[src/rtl/message_streamer.sv]
// message_streamer: sends one of four fixed ROM messages byte-by-byte to a UART transmitter
module message_streamer #(
  parameter int NUM_MSGS = 4,
  parameter bit LOOP = 1'b0,
  parameter int SEL_W = 2
) (
  input  logic             clk,
  input  logic             rst,
  input  logic             start,
  input  logic [SEL_W-1:0] msg_sel,
  input  logic             abort,
  input  logic             tx_busy,
  output logic [7:0]       tx_data,
  output logic             new_tx_data,
  output logic             busy,
  output logic             done
);
  typedef enum logic [1:0] {IDLE, LOAD, SEND, DONE} state_t;
  localparam logic [0:13][7:0] M0 = "Hello World!\n\r";
  localparam logic [0:13][7:0] M1 = "OK\n\r          ";
  localparam logic [0:13][7:0] M2 = "ERR\n\r         ";
  localparam logic [0:13][7:0] M3 = "Roboy\n\r       ";
  state_t state;
  logic [SEL_W-1:0] sel;
  logic [3:0] idx;
  logic [7:0] rom_q;
  logic [7:0] last_q;
  logic [1:0] m;
  logic [0:13][7:0] row;
  logic [3:0] len;
  logic last;
  logic issue;
  assign m = 2'(sel);
  assign row = m == 2'd0 ? M0 : m == 2'd1 ? M1 : m == 2'd2 ? M2 : M3;
  assign len = m == 2'd0 ? 4'd14 : m == 2'd1 ? 4'd4 : m == 2'd2 ? 4'd5 : 4'd7;
  assign last = idx == len - 4'd1;
  // abort outranks the byte strobe; the strobe is a same-cycle decode of SEND
  assign issue = state == SEND && !tx_busy && !abort;
  assign new_tx_data = issue;
  assign tx_data = issue ? rom_q : last_q;
  assign busy = state != IDLE;
  assign done = state == DONE;
  // registered ROM read plus message sequencing FSM
  always_ff @(posedge clk) begin
    if (rst) begin
      state <= IDLE;
      sel <= '0;
      idx <= 4'd0;
      rom_q <= 8'h00;
      last_q <= 8'h00;
    end else begin
      rom_q <= idx > 4'd13 ? 8'h20 : row[idx];
      case (state)
        IDLE: if (start && 32'(msg_sel) < NUM_MSGS) begin
          sel <= msg_sel;
          idx <= 4'd0;
          state <= LOAD;
        end
        LOAD: state <= abort ? IDLE : SEND;
        SEND: if (abort) state <= IDLE;
        else if (!tx_busy) begin
          last_q <= rom_q;
          if (!last) begin
            idx <= idx + 4'd1;
            state <= LOAD;
          end else if (LOOP) begin
            idx <= 4'd0;
            state <= LOAD;
          end else state <= DONE;
        end
        default: state <= IDLE;
      endcase
    end
  end
endmodule

[config.mk]
export PLATFORM = sky130hd
export DESIGN_NAME = message_streamer
export DESIGN_NICKNAME = d
export VERILOG_FILES = /design/src/rtl/message_streamer.sv
export SDC_FILE = /design/constraint.sdc
export NUM_CORES = 1
export LEC_CHECK = 0
export ABC_AREA = 1
export BUFFER_PORTS_ARGS = -buffer_cell sky130_fd_sc_hd__buf_2
export CAP_MARGIN = 0
export CORE_MARGIN = 10
export CORE_UTILIZATION = 60
export CTS_BUF_LIST = sky130_fd_sc_hd__clkbuf_8 sky130_fd_sc_hd__clkbuf_16
export CTS_CLUSTER_SIZE = 14
export DETAILED_ROUTE_END_ITERATION = 10
export PLACE_DENSITY = 0.78
export SYNTH_ARGS = -nofsm -noshare
export SYNTH_HDL_FRONTEND = slang
export SYNTH_SLANG_ARGS = --single-unit
[constraint.sdc]
create_clock -name clk -period 4.3 [get_ports clk]
set_clock_uncertainty 0.1 [all_clocks]
set_input_delay 0.215 -clock clk [delete_from_list [all_inputs] [get_ports clk]]
set_output_delay 0.215 -clock clk [all_outputs]
set_load 0.05 [all_outputs]
# Word-level counts from Yosys, hierarchy flattened
# Cells that the tools add are included.
# totals
word_cells,59
reg_bits,24
in_bits,7
# classes
mux,22
n_bitwise,3
addsub,2
reduce_logical,13
n_eq_ne,11
magnitude_cmp,2
# op_table
operator,n
two-way mux 109 bit,3
binary-select mux 8 bit (select 4 bit),1
two-way mux 8 bit,3
two-way mux 4 bit,5
two-way mux 2 bit,7
inequality test 2 bit (second input constant),4
case mux 4 bit (2 select lines),1
== test 2 bit (second input constant),3
two-way mux 6 bit,1
case mux 2 bit (3 select lines),1
greater-or-equal comparator 5 bit (second input constant),1
inverter 4 -> 5 bit,1
AND reduction 5 bit,1
adder 4 x 1 -> 4 bit (second input constant),1
== test 2 x 1 -> 1 bit (second input constant),2
== test 4 bit,1
greater-than comparator 4 bit (second input constant),1
logical NOT 2 bit,2
AND reduction 2 bit,2
nonzero test 2 bit,2
subtractor 4 x 1 -> 4 bit (second input constant),1
inequality test 3 bit (second input constant),1
AND reduction 3 bit,1
logical AND 1 bit,2
3 further kinds,5

# Depth between registers and ports, before layout
# logic_depth
ltp_word,10
mapped_depth,14
mapped_depth_nobuf,13

# Worst setup path before layout
# Ideal clock, no wire load.
# synth_timing
kind,reg2out
from,register state[0]
to,output tx_data[0]
setup_slack_ns,2.246
arrival_ns,1.739
required_time_ns,3.985
path_buffers,1
stages_incl_launch_ff,8
cell_sequence,dfxtp_1 nor2_1 nand2_1 nor2_4 buf_6 or2_1 inv_2 a21oi_1
# synth_via
elab_chain_len,4
# synth_lines
element,line,rtl
from (decl),23,state_t state;
from (signal assigned),59,LOAD: state <= abort ? IDLE : SEND;
== test 2 bit,38,assign issue = state == SEND && !tx_busy && !abort;
logical AND 1 bit (2 in a row),38,
two-way mux 8 bit,40,assign tx_data = issue ? rom_q : last_q;
to (decl),13,"output logic [7:0] tx_data,"
# No other way between the ends.

# Worst setup path after layout
# layout_timing
from,register state[0]
to,output tx_data[5]
# Same word-level chain as after synthesis.

==> flow_metrics.py <==
metrics = {
    "drt": {
        "drtIter0Drc": 84,
        "ant_nets": 0,
        "vias": 1523,
        "dr.pass1.iters": 4,
        "finalWirelength_microns": 3500,
        "vias_per_cell": 5.38,
        "drc_errors": 0,
        "wire_per_inst_microns": 12.4,
    },
    "finish": {
        "nets": 273,
        "final_cell_mix": "56 x nand2_1, 29 x inv_1, 23 x nor2_1",
        "instances_no_fill": 283,
        "antenna_cells_inserted": 0,
        "final_common_cell": "nand2_1",
        "utilization_pct": 68.5,
        "drive_gt1_share_pct": 16.2,
        "areaGrowthSynthToFinish_pct": 7.81,
    },
    "synthesis": {
        "yosysSeqAreaShare_pct": 27.5,
        "ys_seq_elements": 22,
        "yosysUniqueCellTypes": 33,
        "synth_nets": 262,
        "synth_area_sq_um": 1600,
        "synth_cells": 243,
        "ys_warn_count": 0,
        "synth_area_per_cell_sq_um": 6.59,
    },
    "clock_network": {
        "cts_buffers": 3,
        "cts_hold_buf": 0,
        "root_buffer": "clkbuf_8",
        "clk_pin_slew_worst_paths_ps": 80,
        "cts_sinks": 22,
        "cts-resized-gates": 0,
        "post_cts_buffers": 0,
        "htree_levels": 1,
        "clkLatencyLatePin_ps": 260,
        "cts_tree": "done",
        "cts.path.max_buffers": 2,
    },
    "worst_hold_path": {
        "min_to": "m[1]$_SDFFE_PP0P_",
        "min_from": "msg_sel[1]",
        "worstHoldPathType": "input pin to flop",
        "hold_depth": 3,
    },
    "critical_path": {
        "cp.required_ps": 3980,
        "startpoint_type": "flop",
        "crit_buf_inv": 2,
        "cp_max_fo": 23,
        "path_cells": "nor2_1 -> nand2_1 -> nor2_4 -> or2_2 -> inv_1 -> a21oi_1 -> buf_2",
        "end_kind": "output port",
        "r2r_end": "idx[0]$_SDFFE_PP0P_",
        "crit_family": "simple AND/OR/NAND/NOR gates",
        "reg2reg_from": "m[0]$_SDFFE_PP0P_",
        "crit_slowest_cell": "nor2_4",
        "cpPeakStageDelay_ps": 420,
        "r2r_cells": 13,
        "rrSetupSlack_ps": 2170,
        "critPathArrivalTime_ps": 1900,
        "critPathKind": "flop to output port",
    },
    "timing": {
        "report.final.hold_viol_count": 0,
        "fmaxAchievable_mhz": 451,
        "finalCritPeriodShare_pct": 51.6,
        "worst_pin_slew_ps": 674,
        "drv_slew": 0,
        "whs_ps": 127,
        "finalSetupTns_ps": 0,
        "post-route-min-period_ps": 2220,
        "setup_viol": 0,
        "slew_headroom_pct": 55.0,
        "rsz0062_at_grt": "false",
    },
    "pwr": {
        "pwr-share-seq_pct": 43.6,
        "swShare_pct": 28.1,
        "switchingPower_uw": 144,
        "clock_power_share_pct": 37.5,
        "powerDensity_nw_per_um2": 298,
        "p_leak_uw": 0.000857,
        "ir_drop_v": 0.000266,
        "fin_total_pwr_uw": 514,
        "comb_power_share_pct": 18.9,
        "p_int_uw": 370,
    },
    "floorplan": {
        "die_x_microns": 71.7,
        "io_pins": 18,
        "fp.coreArea_sq_um": 2520,
        "die-area_sq_um": 5140,
        "initial_core_util_pct": 63.5,
        "fp.dieH_microns": 71.7,
        "rows": 18,
    },
    "status": {
        "status": "finished clean",
    },
    "global_routing": {
        "grt_usage_pct": 14.0,
        "grt_pass1_wl_microns": 6010,
        "antenna_found_initial": 0,
        "grt_max_degree": 24,
        "grt_overflow": 0,
        "first_global_vias": 1330,
    },
    "placed_design": {
        "dp.cells": 279,
        "dpl.hpwl_microns": 2680,
        "gp_congestion": 0.926,
        "port_buffers": 16,
    },
    "job": {
        "maxCapViolCount": 0,
    },
}
## worst max path at each step
stage,start,cells after the start,slack [ps],to
5_1_grt,state[0]$_SDFFE_PP0P_,7,1850,tx_data[5]
4_1_cts,state[0]$_SDFFE_PP0P_,7,2080,tx_data[6]
6_report,state[0]$_SDFFE_PP0P_,7,2080,tx_data[5]
3_3_place_gp,m[0]$_SDFFE_PP0P_,12,2210,idx[1]$_SDFFE_PP0P_
3_5_place_dp,m[0]$_SDFFE_PP0P_,13,2190,idx[0]$_SDFFE_PP0P_
2_1_floorplan,state[0]$_SDFFE_PP0P_,7,2250,tx_data[0]
## layer usage
layer | track usage (%) | part of all wire (%)
met5 | 0 | 0
met2 | 22.8 | 46
met4 | 6.02 | 2.7
met1 | 16.7 | 45
met3 | 3.99 | 6.8
## layout make-up
class                           count  area (sq um)
Sequential cell                    22           440
Timing Repair Buffer               16          80.1
Multi-Input combinational cell    176           966
Clock inverter                      1          30.0
Fill cell                         231           796
Inverter                           35           131
Clock buffer                        3          41.3
Tap cell                           30          37.5
## state kept, by name, indices dropped and copies added (netlist names)
| register | flops |
|---|---|
| last_q | 7 |
| rom_q | 7 |
| idx | 4 |
| m | 2 |
| state | 2 |
## cell families (layout without fill, tap and decap cells)
group | after synthesis | after routing | share of synthesized area, %
fa+ha+maj | 12 | 12 | 9.37
flops | 22 | 22 | 27.5
compound gates | 43 | 43 | 16.6
other cells | 1 | 1 | 0.234
xor+xnor | 1 | 1 | 0.547
buf+inv | 45 | 55 | 12.2
simple gates | 119 | 119 | 33.5
## power groups by stage
stage          Combinational [uW]  Sequential [uW]  Clock (uW)
2_1_floorplan                80.6              223           0
3_3_place_gp                 95.6              229           0
3_5_place_dp                 95.7              229           0
4_1_cts                      96.6              224         195
5_1_grt                       112              226         205
6_report                     97.1              224         193
## synth_stat cells
cell type	n	area [sq um]
dfxtp_1	22	440
conb_1	1	3.75
nor3_1	4	20.0
a21oi_1	19	95.1
or2_2	3	18.8
o211a_1	1	10.0
nand4_1	1	6.26
buf_4	4	30.0
a211oi_2	4	50.1
clkbuf_1	2	7.51
buf_6	1	11.3
clkbuf_2	1	5.00
a211oi_1	3	22.5
o221ai_1	1	8.76
nor2_2	1	6.26
o2111ai_1	1	8.76
xnor2_1	1	8.76
nand3_1	17	85.1
nand2_4	2	22.5
ha_1	12	150
nor2_1	23	86.3
nand2_2	3	18.8
or2_1	4	25.0
buf_2	2	10.0
nor2_4	1	11.3
inv_1	29	109
inv_2	6	22.5
o21ai_0	13	65.1
a31oi_1	1	6.26
and3_2	1	7.51
nand2_1	56	210
and3_1	1	6.26
nor4_1	2	12.5
## per-stage QoR
stage	setup WS (ps)	area, sq um
finish	2080	1730
global route	1850	1730
CTS	2080	1730
detailed placement	2190	1660
global placement	2210	1660
floorplan	2250	1600
## worst register-to-register path, stage by stage (launching register included)
cell,delay [ps]
dfxtp_1,460
inv_1,170
ha_1,330
nor2_1,140
ha_1,230
inv_1,60
nand2_2,50
nor2_2,110
nand2_2,80
nand2_4,90
nand2_4,70
nand2_1,70
nand2_1,50
nor2_1,80
No activity file was read; power rests on OpenSTA's default activity.
